File: src/rtl/jt_sfg_busif.sv
// SFG cartridge slot front end: strobe sync, window decode,
// single-cycle device pulses and wait-state generation.
module jt_sfg_busif #(
  parameter int ID_LEN = 6,
  parameter logic [8*ID_LEN-1:0] ID_STR = "MCHFM0",
  parameter logic [13:0] ID_BASE = 14'h3F80,
  parameter logic [13:0] DEV_BASE = 14'h3FF0,
  parameter int DEV_N = 1,
  parameter int WAIT_CYC = 2
) (
  input  logic               clk,
  input  logic               rst,
  input  logic               slt_n,
  input  logic               rd_n,
  input  logic               wr_n,
  input  logic [13:0]        addr,
  input  logic [7:0]         din,
  output logic [7:0]         dout,
  output logic               dout_oe,
  output logic               wait_n,
  output logic [DEV_N-1:0]   dev_cs,
  output logic               dev_a0,
  output logic               dev_wr,
  output logic               dev_rd,
  output logic [7:0]         dev_din,
  input  logic [8*DEV_N-1:0] dev_dout,
  input  logic [DEV_N-1:0]   dev_busy
);

  typedef enum logic [1:0] {
    IDLE, ACCESS, HOLD, RELEASE
  } state_t;

  state_t state, state_nx;

  logic [2:0] rd_q, wr_q, slt_q;
  logic rd_s, wr_s, slt_s;
  logic rd_fall, wr_fall, rd_rise, wr_rise;
  logic evt, both_low;

  logic id_hit;
  logic [DEV_N-1:0] hit_v;

  logic [DEV_N-1:0] sel;
  logic id_acc, is_rd, first, a0_q;
  logic [3:0] off_q, cnt;
  logic [7:0] dout_r, din_r;
  logic [7:0] id_byte, dev_rdata;
  logic busy_sel, go_acc;

  // Strobes reset to "low" so RELEASE waits for a genuinely high bus
  always_ff @(posedge clk) begin
    if (rst) begin
      rd_q  <= 3'b000;
      wr_q  <= 3'b000;
      slt_q <= 3'b111;
    end else begin
      rd_q  <= {rd_q[1:0], rd_n};
      wr_q  <= {wr_q[1:0], wr_n};
      slt_q <= {slt_q[1:0], slt_n};
    end
  end

  assign rd_s     = rd_q[1];
  assign wr_s     = wr_q[1];
  assign slt_s    = slt_q[1];
  assign rd_fall  = rd_q[2] & ~rd_s;
  assign wr_fall  = wr_q[2] & ~wr_s;
  assign rd_rise  = ~rd_q[2] & rd_s;
  assign wr_rise  = ~wr_q[2] & wr_s;
  assign evt      = (rd_fall | wr_fall) & ~slt_s;
  assign both_low = ~rd_s & ~wr_s;

  always_comb begin
    id_hit = (addr >= ID_BASE) &&
             (addr <= ID_BASE + 14'd15);
    for (int k = 0; k < DEV_N; k++)
      hit_v[k] = addr[13:1] ==
                 DEV_BASE[13:1] + 13'(k);
  end

  always_comb begin
    id_byte = 8'h00;
    for (int i = 0; i < ID_LEN; i++)
      if (off_q == 4'(i))
        id_byte = ID_STR[8*(ID_LEN-1-i) +: 8];
  end

  always_comb begin
    dev_rdata = 8'h00;
    for (int k = 0; k < DEV_N; k++)
      if (sel[k])
        dev_rdata = dev_rdata | dev_dout[8*k +: 8];
  end

  assign busy_sel = |(dev_busy & sel);
  assign go_acc   = evt & ~both_low &
                    ((|hit_v) | (id_hit & ~rd_s));

  always_comb begin
    state_nx = state;
    unique case (state)
      IDLE:
        if (evt)
          state_nx = go_acc ? ACCESS : RELEASE;
      ACCESS:
        if (id_acc || (cnt == 4'd0 && !busy_sel))
          state_nx = HOLD;
      HOLD:
        if (is_rd ? rd_rise : wr_rise)
          state_nx = IDLE;
      RELEASE:
        if (rd_s && wr_s)
          state_nx = IDLE;
      default:
        state_nx = RELEASE;
    endcase
  end

  always_ff @(posedge clk) begin
    if (rst) begin
      state  <= RELEASE;
      sel    <= '0;
      id_acc <= 1'b0;
      is_rd  <= 1'b0;
      first  <= 1'b0;
      a0_q   <= 1'b0;
      off_q  <= 4'd0;
      cnt    <= 4'd0;
      dout_r <= 8'h00;
      din_r  <= 8'h00;
    end else begin
      state <= state_nx;
      if (state == IDLE && go_acc) begin
        sel    <= hit_v;
        id_acc <= ~|hit_v;
        is_rd  <= ~rd_s;
        first  <= 1'b1;
        a0_q   <= addr[0];
        off_q  <= 4'(addr - ID_BASE);
        cnt    <= 4'(WAIT_CYC - 1);
        if (rd_s)
          din_r <= din;
      end
      if (state == ACCESS) begin
        first <= 1'b0;
        if (cnt != 4'd0)
          cnt <= cnt - 4'd1;
        if (state_nx == HOLD && is_rd)
          dout_r <= id_acc ? id_byte : dev_rdata;
      end
    end
  end

  assign dev_cs  = (state == ACCESS || state == HOLD) ?
                   sel : '0;
  assign dev_a0  = a0_q;
  assign dev_din = din_r;
  assign dev_wr  = (state == ACCESS) & first &
                   ~id_acc & ~is_rd;
  assign dev_rd  = (state == ACCESS) & first &
                   ~id_acc & is_rd;
  assign wait_n  = ~((state == ACCESS) & ~id_acc);
  assign dout_oe = (state == HOLD) & is_rd;
  assign dout    = dout_r;

endmodule

File: config.mk
export PLATFORM = sky130hd
export DESIGN_NAME = jt_sfg_busif
export DESIGN_NICKNAME = d
export VERILOG_FILES = /design/src/rtl/jt_sfg_busif.sv
export SDC_FILE = /design/constraint.sdc
export NUM_CORES = 1
export LEC_CHECK = 0
export CAP_MARGIN = 10
export CORE_MARGIN = 2
export CORE_UTILIZATION = 30
export DETAILED_ROUTE_END_ITERATION = 8
export MAX_ROUTING_LAYER = met4
export PLACE_DENSITY = 0.61
export SLEW_MARGIN = 20
export SYNTH_ARGS = -nofsm -noshare
export SYNTH_HDL_FRONTEND = slang
export SYNTH_SLANG_ARGS = --single-unit
File: constraint.sdc
create_clock -name clk -period 5.6 [get_ports clk]
set_input_delay 1.12 -clock clk [delete_from_list [all_inputs] [get_ports clk]]
set_output_delay 1.12 -clock clk [all_outputs]
set_load 0.01 [all_outputs]
==> results by group <==
Detailed routing
  • Initial drt markers: roughly 140
  • Drt drc: 0
  • Vias/cell: 4.73
  • Detailed Routing Iterations Pass 1: 4
  • Routed vias: 1557
  • Post-route ant nets: 0
  • Routed WL: 4.19 mm
  • WL/cell: between 10 and 15 um

Setup path
  • Crit-path max FO: 8
  • Required time of the critical path: 5.78 ns
  • Worst setup startpoint: addr[4]
  • RR Endpoint: dout[0]
  • Critical Path, Cell by Cell: clkdlybuf4s50_1 > nor4b_1 > a31oi_2 > o221ai_1 > a2111o_1 > mux2_4
  • Setup crit start kind: input port
  • Worst-case reg-to-reg path depth: 7
  • Largest stage delay, worst path: 0.51 ns
  • CP Buf/Inv Count: 1
  • CP endpoint kind: flop
  • Arrival time at the worst endpoint: 3.45 ns
  • Critical path's slowest cell: clkdlybuf4s50_1
  • Cell family with most CP delay: compound AO/OA/AOI/OAI gates
  • Reg2reg setup slack: 3.10 ns
  • FF-to-FF Start: state[1]
  • Setup Crit Path Kind: input port to flop
  • WP depth: 6

Synthesis
  • Seq cells post-synth: 38
  • YS warnings: 0
  • Synth top cells by count: dfxtp_1 (38), nor2_1 (28), mux2i_1 (15)
  • Fraction of registers with async set/reset: 0%
  • Top-count cell post-synth: dfxtp_1
  • Mapped Nets: approximately 240
  • Syn Std Cell Area: 0.00185 sq mm
  • Post-synth cell types: 47
  • Syn avg cell area: ~9.5 sq um
  • Yosys top cell area share: 41.1%
  • Ys flop type: dfxtp_1
  • Seq/Total Area, Yosys: 41.1%
  • EDFF count, synth: 0
  • Dominant cells by area after synthesis: dfxtp_1 (41%), mux2i_1 (8.1%), mux2_4 (5.7%)
  • Synth Instances: 194
  • Leading area contributor after synthesis: dfxtp_1

Global route
  • First-pass GRT wire length: 6.78 mm
  • All-Layer GR Usage: 13.6%
  • Total grt overflow: 0
  • Initial antenna violation count: 0
  • Pin count of the biggest net entering global routing: 45
  • Vias in the first global route: 1519

Clock tree
  • Setup Fix Bufs, Post-CTS: 0
  • Root Buffer: clkbuf_8
  • CTS tree: built
  • Hold Buf Count CTS: 0
  • Deepest clock path buffer count: 2
  • H-tree Lvls: 2
  • Post-cts resize count: 0
  • Num CTS Buffers: 5
  • # clock sinks: 38
  • Reg clk slew, reported paths: 0.07 ns
  • Clk_lat worst skew: 0.29 ns

Outcome
  • Status: finished, final reports clean

Power and ir drop
  • Pwr/cell area: 237 mW/mm^2
  • Flop pwr share: 47.5%
  • Switching Fraction: about 28%
  • Clock network power share: 31.8%
  • Gate power share: roughly 21%
  • Pleak: between 0.9 and 1 nW
  • Internal power: 0.000444 W
  • NetSw: 0.000170 W
  • Total Power: 0.000614 W
  • Maximum vdd drop: 0.114 mV

Placement
  • Final RePlAce weighted congestion: roughly 0.78
  • Dpl hpwl: 3.11 mm
  • Port buffer count: 57

Final layout
  • Number of fillers in the final layout: ~600
  • Final net count: just under 300
  • N_diodes: 0
  • Layout cells sized above 1: 10.2%
  • Seq. cell area: 761 sq um
  • Multi-input gate area: 0.00101 sq mm
  • Area Overhead vs Synth: 40.1%

Floorplanning
  • Die W: between 80 and 90 um
  • Die Area: 0.00681 sq mm
  • Core area: 0.00596 sq mm
  • Site row count: 28
  • IO Count: 58
  • Die H: 82.5 um
  • Initial Util: 31.1%

Min path
  • Hold path depth: 1
  • Hold_sp: slt_q[0]
  • Min-delay worst type: flop to flop
  • Min-Delay Endpoint: slt_q[1]

Timing
  • Max-slew violations: 0
  • Min Tclk post-route: 3.27 ns
  • Crit share post-route: 58.4%
  • Slew HR: 60.5%
  • Slew @ Worst Pin: 0.592 ns
  • Final hold slack: between 0.4 and 0.5 ns
  • Final-report setup violation count: 0
  • Max Freq: between 300 and 400 MHz
  • Setup TNS: 0 ns
  • Final hold vios: 0
  • Skew final: around 0.005 ns
  • RSZ-0062 raised after global routing: no

Flow run
  • Max cap viols: 0
-- final cells by class --
cell class,count,area share (%)
clock buffer,6,3.19
clock inverter,2,0.483
inverter,10,1.45
multi-input combinational,138,39.0
sequential,38,29.4
tap,75,3.62
timing repair buffer,60,22.9
-- worst max path at each step --
stage / slack (ns) / end
after detailed placement: 2.05 / dout[0]
final: 2.33 / dout[0]
after CTS: 2.34 / dout[0]
after floorplan: 2.92 / off_q[0]
after global routing: 2.17 / dout[0]
after global placement: 2.16 / dout[3]
-- metal layers --
| layer | vias up | GRT usage, % | wire length, um |
|---|---|---|---|
| met4 | 0 | 5.57 | 88 |
| met1 | 711 | 16.5 | 2000 |
| met3 | 8 | 3.37 | 267 |
| li1 | 794 | - | - |
| met2 | 44 | 21.5 | 1840 |
| met5 | - | - | 0 |
-- cells in the final DEF, fill, tap and decap left out, drive strengths merged, types with 2 or more instances in the layout --
master          n
clkdlybuf4s50  57
dfxtp          38
nor2           28
mux2i          15
inv            10
nor3            9
nor2b           9
a21oi           7
mux2            7
and2b           7
ha              6
clkbuf          6
nand2b          5
or2             3
nand3b          3
nand2           3
nand3           3
a211oi          3
a22oi           3
buf             3
and2            2
a31o            2
o211ai          2
a2111o          2
nor3b           2
-- per-stage QoR --
step	setup WS (ns)	utilization [%]	cell area [sq um]	std cells
after detailed placement	2.05	41.9	2500	321
after global placement	2.16	41.9	2500	321
after floorplan	2.92	-	1850	194
after CTS	2.34	43.5	2590	329
after global routing	2.17	43.5	2590	329
final	2.33	43.5	2590	329
-- registers in the layout, summed over array words and instances, names as in the netlist --
register,cells
cnt,4
dev_din,8
dout,8
first,1
id_acc,1
is_rd,1
off_q,4
rd_q,3
sel,1
slt_q,2
state,2
wr_q,3
-- power by group through the flow --
stage,logic (W),clock network (W),registers (W)
CTS,0.000128,0.000201,0.000292
floorplan,0.0000749,0,0.000295
global placement,0.000125,0,0.000298
global route,0.000141,0.000215,0.000294
detailed placement,0.000127,0,0.000298
finish,0.000127,0.000195,0.000292
-- kinds of logic (layout without fill, tap and decap cells) --
| logic type | Yosys count | in the layout | synth area share (%) |
|---|---|---|---|
| and+or+nand+nor | 81 | 81 | 24.4 |
| DFF | 38 | 38 | 41.1 |
| buffers and inverters | 18 | 78 | 4.53 |
| muxes | 22 | 22 | 13.8 |
| adders and majority gates | 6 | 6 | 4.06 |
| AOI/OAI and AO/OA | 29 | 29 | 12.1 |
No activity file was read; power rests on OpenSTA's default activity.
